File: src/rtl/rf_pkg.sv
// Shared register-file constants and the writeback request record
// used by the writeback scheduler and its arbiter.
package rf_pkg;
  localparam int unsigned REG_ADDR_W = 5;
  localparam int unsigned NUM_REGS   = 32;
  localparam int unsigned XLEN_DEF   = 32;

  typedef struct packed {
    logic                  valid;
    logic [REG_ADDR_W-1:0] rd;
    logic [XLEN_DEF-1:0]   data;
  } wb_req_t;
endpackage

File: src/rtl/regfile_wb_scheduler_arbiter.sv
// Two-way writeback arbiter: load unit has priority, but an ALU request
// that has lost STARVE_LIMIT consecutive cycles is forced through once.
module wb_arbiter
  import rf_pkg::*;
#(
  parameter int unsigned STARVE_LIMIT = 3
) (
  input  logic    clk,
  input  logic    reset,
  input  wb_req_t alu_req,
  input  wb_req_t mem_req,
  output logic    alu_grant,
  output logic    mem_grant,
  output wb_req_t win
);

  logic [3:0] starve_cnt;
  logic       force_alu;

  assign force_alu = alu_req.valid && (starve_cnt == 4'(STARVE_LIMIT));

  // No handshake is offered while reset is held.
  always_comb begin
    alu_grant = 1'b0;
    mem_grant = 1'b0;
    if (!reset) begin
      alu_grant = alu_req.valid && (force_alu || !mem_req.valid);
      mem_grant = mem_req.valid && !alu_grant;
    end
    win       = alu_grant ? alu_req : mem_req;
    win.valid = alu_grant || mem_grant;
  end

  always_ff @(posedge clk) begin
    if (reset || !alu_req.valid || alu_grant)
      starve_cnt <= '0;
    else if (starve_cnt != 4'(STARVE_LIMIT))
      starve_cnt <= starve_cnt + 4'd1;
  end

endmodule

File: src/rtl/regfile_wb_scheduler.sv
// Register-file write-port owner: arbitrates ALU/load writeback, registers
// the write, tracks outstanding destinations and stalls hazardous issue.
module regfile_wb_scheduler
  import rf_pkg::*;
#(
  parameter int unsigned STARVE_LIMIT = 3,
  parameter int unsigned XLEN         = XLEN_DEF
) (
  input  logic                  clk,
  input  logic                  reset,
  input  logic                  issue_valid,
  input  logic [REG_ADDR_W-1:0] issue_rs1,
  input  logic [REG_ADDR_W-1:0] issue_rs2,
  input  logic [REG_ADDR_W-1:0] issue_rd,
  output logic                  issue_stall,
  input  logic                  alu_valid,
  input  logic [REG_ADDR_W-1:0] alu_rd,
  input  logic [XLEN-1:0]       alu_data,
  output logic                  alu_ready,
  input  logic                  mem_valid,
  input  logic [REG_ADDR_W-1:0] mem_rd,
  input  logic [XLEN-1:0]       mem_data,
  output logic                  mem_ready,
  output logic                  rf_we,
  output logic [REG_ADDR_W-1:0] rf_rd,
  output logic [XLEN-1:0]       rf_wdata,
  output logic [NUM_REGS-1:0]   busy_mask,
  output logic                  wb_unexpected
);

  wb_req_t               alu_req, mem_req, win;
  logic                  win_write;
  logic                  issue_accept;
  logic [NUM_REGS-1:0]   busy, busy_next;

  assign alu_req = '{valid: alu_valid, rd: alu_rd, data: XLEN_DEF'(alu_data)};
  assign mem_req = '{valid: mem_valid, rd: mem_rd, data: XLEN_DEF'(mem_data)};

  wb_arbiter #(.STARVE_LIMIT(STARVE_LIMIT)) u_arb (
    .clk       (clk),
    .reset     (reset),
    .alu_req   (alu_req),
    .mem_req   (mem_req),
    .alu_grant (alu_ready),
    .mem_grant (mem_ready),
    .win       (win)
  );

  // x0 writes complete the handshake but never reach the register file.
  assign win_write = win.valid && (win.rd != '0);

  always_comb begin
    issue_stall = issue_valid &&
                  (((issue_rs1 != '0) && busy[issue_rs1]) ||
                   ((issue_rs2 != '0) && busy[issue_rs2]) ||
                   ((issue_rd  != '0) && busy[issue_rd]));
  end

  assign issue_accept = issue_valid && !issue_stall && (issue_rd != '0);

  // Clear tracks the register-file commit edge; a same-edge set overrides it.
  always_comb begin
    busy_next = busy;
    if (rf_we)
      busy_next[rf_rd] = 1'b0;
    if (issue_accept)
      busy_next[issue_rd] = 1'b1;
  end

  always_ff @(posedge clk) begin
    if (reset) begin
      rf_we         <= 1'b0;
      rf_rd         <= '0;
      rf_wdata      <= '0;
      busy          <= '0;
      wb_unexpected <= 1'b0;
    end else begin
      rf_we <= win_write;
      if (win_write) begin
        rf_rd    <= win.rd;
        rf_wdata <= XLEN'(win.data);
      end
      busy          <= busy_next;
      wb_unexpected <= wb_unexpected || (win_write && !busy[win.rd]);
    end
  end

  assign busy_mask = busy;

endmodule

File: config.mk
export PLATFORM = sky130hd
export DESIGN_NAME = regfile_wb_scheduler
export DESIGN_NICKNAME = d
export VERILOG_FILES = /design/src/rtl/rf_pkg.sv /design/src/rtl/regfile_wb_scheduler_arbiter.sv /design/src/rtl/regfile_wb_scheduler.sv
export SDC_FILE = /design/constraint.sdc
export NUM_CORES = 1
export LEC_CHECK = 0
export ABC_CLOCK_PERIOD_IN_PS = 6200
export CORE_MARGIN = 1.5
export CORE_UTILIZATION = 39
export CTS_CLUSTER_DIAMETER = 40
export DETAILED_ROUTE_END_ITERATION = 8
export PLACE_DENSITY = 0.72
export SKIP_CTS_REPAIR_TIMING = 1
export SYNTH_ARGS = -nofsm -noshare
export SYNTH_HDL_FRONTEND = slang
export SYNTH_SLANG_ARGS = --single-unit
File: constraint.sdc
create_clock -name clk -period 6.2 [get_ports clk]
set_clock_uncertainty 0.15 [all_clocks]
set_input_delay 1.86 -clock clk [delete_from_list [all_inputs] [get_ports clk]]
set_output_delay 1.86 -clock clk [all_outputs]
set_load 0.02 [all_outputs]
==> summary.txt <==
Run status
  – Status: finished, final reports clean

Route
  – Top routing layer in use: met4
  – Routed Antenna Nets: 0
  – Routed wl met3: 1840 microns
  – DRC viols: 0
  – Routed length on met1: 6300 microns
  – Met2 routed WL: 7880 microns
  – WL/cell: 19.9 microns
  – Vias: 4885
  – Total Routed Length: 16500 microns
  – DR pass1 iterations: 5
  – Vias per cell: 5.89
  – Detailed Route Iter0 Violations: 340

Final layout
  – Multi-input gate area: 0.00288 sq mm
  – Nets@finish: 778
  – Layout cell share with drive strength beyond 1: 12.1%
  – Register area: 0.00150 sq mm
  – Fin cells: 830
  – Area Growth Syn to Fin: 50.9%
  – Most frequent cells in the layout: clkdlybuf4s50_1 (161), dfxtp_1 (75), nor2_1 (52)
  – Filler Cells Inserted: 986
  – # diodes: 0
  – Commonest non-fill, non-tap cell in the layout: clkdlybuf4s50_1

Die
  – Die Area: 0.0123 sq mm
  – Core area: 0.0114 sq mm
  – Row cnt: 39
  – Die Height: 111 microns
  – Initial Util: 39.9%
  – Ports: 168
  – Die W: 111 microns

Job
  – Max Cap Viol: 0

Global route
  – Overflow after GRT: 0
  – Number of global-route vias before repair: 4807
  – Antenna violations before repair: 0
  – GRT Total Usage: 26.6%
  – First-pass GRT wire length: 25700 microns
  – Largest net degree at the start of global routing: 76

Hold path
  – Worst hold path class: reg2reg

Yosys
  – Syn Inst Count: 506
  – Synthesized flop and latch total: 75
  – Synth cell types: 54
  – Primary FF master, synth: dfxtp_1
  – Mapped Avg Cell Area: 8.96 sq um
  – Post-synth EDFFs: 0
  – Syn_nets: 601
  – Yosys warning count: 0
  – Post-synthesis sequential area ratio: 33.1%
  – Async set-or-reset flop fraction in the synthesized netlist: 0%
  – Mapped Area: 0.00453 sq mm

STA
  – Slew @ Worst Pin: 825 ps
  – Max Slew Vio Count: 0
  – Min Clock Period, post-route: 6160 ps
  – Relative slew slack: 43.4%
  – RSZ-0062 raised after global routing: no
  – Final setup vio count: 0
  – Hold WS: 291 ps
  – Hold Fails Final Rpt: 0
  – Part of the cycle the worst path needs: 99.3%
  – Max Clk Rate: 162 MHz

Place
  – GPL Wtd Cong: 0.863
  – DPL Wire Length: 12200 microns
  – Buffers added on ports: 167
  – # placed instances: 814

Critical path
  – Crit path DAT: 4150 ps
  – Worst setup EP type: output pin
  – CP max FO: 3
  – Startpoint types: input port
  – WP data required: 4190 ps
  – Critical path class: in2out

Power
  – VDD IR max: 0.000151 V
  – P_int: 0.986 mW
  – Sequential share of power: 39.1%
  – Total design power: 1.36 mW
  – Sw Pwr: 0.371 mW
  – Clock power share: 38.5%
  – Switching portion of total power: 27.3%
  – Leakage power: 2.44 nW
  – Pwr Density: 198 mW/mm^2
  – Logic gate share of total power: 22.5%

Clock network
  – H-tree depth: 3
  – Clock slew at reported path FFs: 50 ps
  – Num CTS Buffers: 9
  – Clock Sinks: 75
  – Clk root buf: clkbuf_16
  – Max clock buf depth: 2
  – TritonCTS clock tree: done
  – Worst skew pair latency: 330 ps
==> layout make-up <==
cell class                      instances  area share [%]
Multi-Input combinational cell        389            42.1
Timing Repair Buffer                  202            28.7
Sequential cell                        75            21.9
Clock buffer                           10            3.49
Tap cell                              143            2.61
Clock inverter                          5           0.896
Inverter                                6           0.329
==> power groups by stage <==
stage          Combinational [mW]  Sequential [mW]  Clock, mW
2_1_floorplan               0.122            0.560          0
3_3_place_gp                0.298            0.539          0
3_5_place_dp                0.302            0.540          0
4_1_cts                     0.304            0.530      0.530
5_1_grt                     0.326            0.533      0.552
6_report                    0.305            0.530      0.522
==> worst max-delay path, cell delays in order <==
cell and delay (ps):
clkdlybuf4s50_1 540, buf_4 150, mux4_2 280, mux2_2 270, nand3_1 90, o41ai_1 70
buf_4 150, nor4_4 380, a21boi_0 130, dlymetal6s2s_1 220
==> registers in the layout, indices dropped and copies added (netlist names) <==
name              cells
u_arb.starve_cnt      4
wb_unexpected         1
rf_wdata             32
busy_mask            32
rf_rd                 5
rf_we                 1
==> stage by stage <==
step           setup TNS (ps)  instance area (sq um)  setup slack [ps]  util [%]
3_3_place_gp             -560                   6520              -560      57.3
5_1_grt                     0                   6840              4.74      60.2
2_1_floorplan               0                   4530               202         -
4_1_cts                  -595                   6820              -595      60.0
6_report                    0                   6840              43.4      60.2
3_5_place_dp             -591                   6520              -591      57.3
==> synth_stat cells, types with 3 or more instances <==
| cell | instances | area (sq um) |
|---|---|---|
| dfxtp_1 | 75 | 1500 |
| nor2_1 | 52 | 195 |
| o21ai_0 | 51 | 255 |
| mux2i_1 | 48 | 480 |
| a211oi_1 | 42 | 315 |
| nand2_1 | 33 | 124 |
| clkbuf_1 | 24 | 90.1 |
| nor2b_1 | 23 | 144 |
| mux4_2 | 19 | 428 |
| nand3b_1 | 19 | 143 |
| nand3_1 | 12 | 60.1 |
| buf_2 | 8 | 40.0 |
| mux2_2 | 8 | 90.1 |
| nor3b_1 | 8 | 60.1 |
| a21oi_1 | 6 | 30.0 |
| and3_1 | 6 | 37.5 |
| inv_1 | 6 | 22.5 |
| nand4_1 | 6 | 37.5 |
| nor3_1 | 6 | 30.0 |
| a2111oi_0 | 3 | 26.3 |
| a211o_1 | 3 | 26.3 |
| a311oi_1 | 3 | 26.3 |
| and2_1 | 3 | 18.8 |
| nand2b_1 | 3 | 18.8 |
==> routing by layer <==
layer / vias up / global-route usage (%)
met1: 2287 / 31.1
met5: - / 0
met2: 308 / 44.2
met3: 36 / 8.75
met4: 0 / 12.3
li1: 2254 / -
==> logic make-up (layout without fill, tap and decap cells) <==
logic type	count (synthesis)	after routing	share of synthesized area, %
mux	75	75	22.0
buf+inv	42	223	3.81
flops	75	75	33.1
simple gates	182	182	21.4
xor+xnor	2	2	0.386
compound gates	129	129	19.0
fa+ha+maj	1	1	0.276
==> path summary, 6_finish.rpt <==
| path | from | endpoint | slack, ps | cells past startpoint |
|---|---|---|---|---|
| worst max register to register | u_arb.starve_cnt[0] | rf_wdata[3] | 2530 | 8 |
| worst min register to register | u_arb.starve_cnt[0] | u_arb.starve_cnt[0] | 290 | 1 |
| worst min-delay path | u_arb.starve_cnt[0] | u_arb.starve_cnt[0] | 290 | 1 |
| worst max-delay path | issue_rs1[2] | issue_stall | 40 | 10 |
Note: power is estimated with default switching activity, not from simulation.
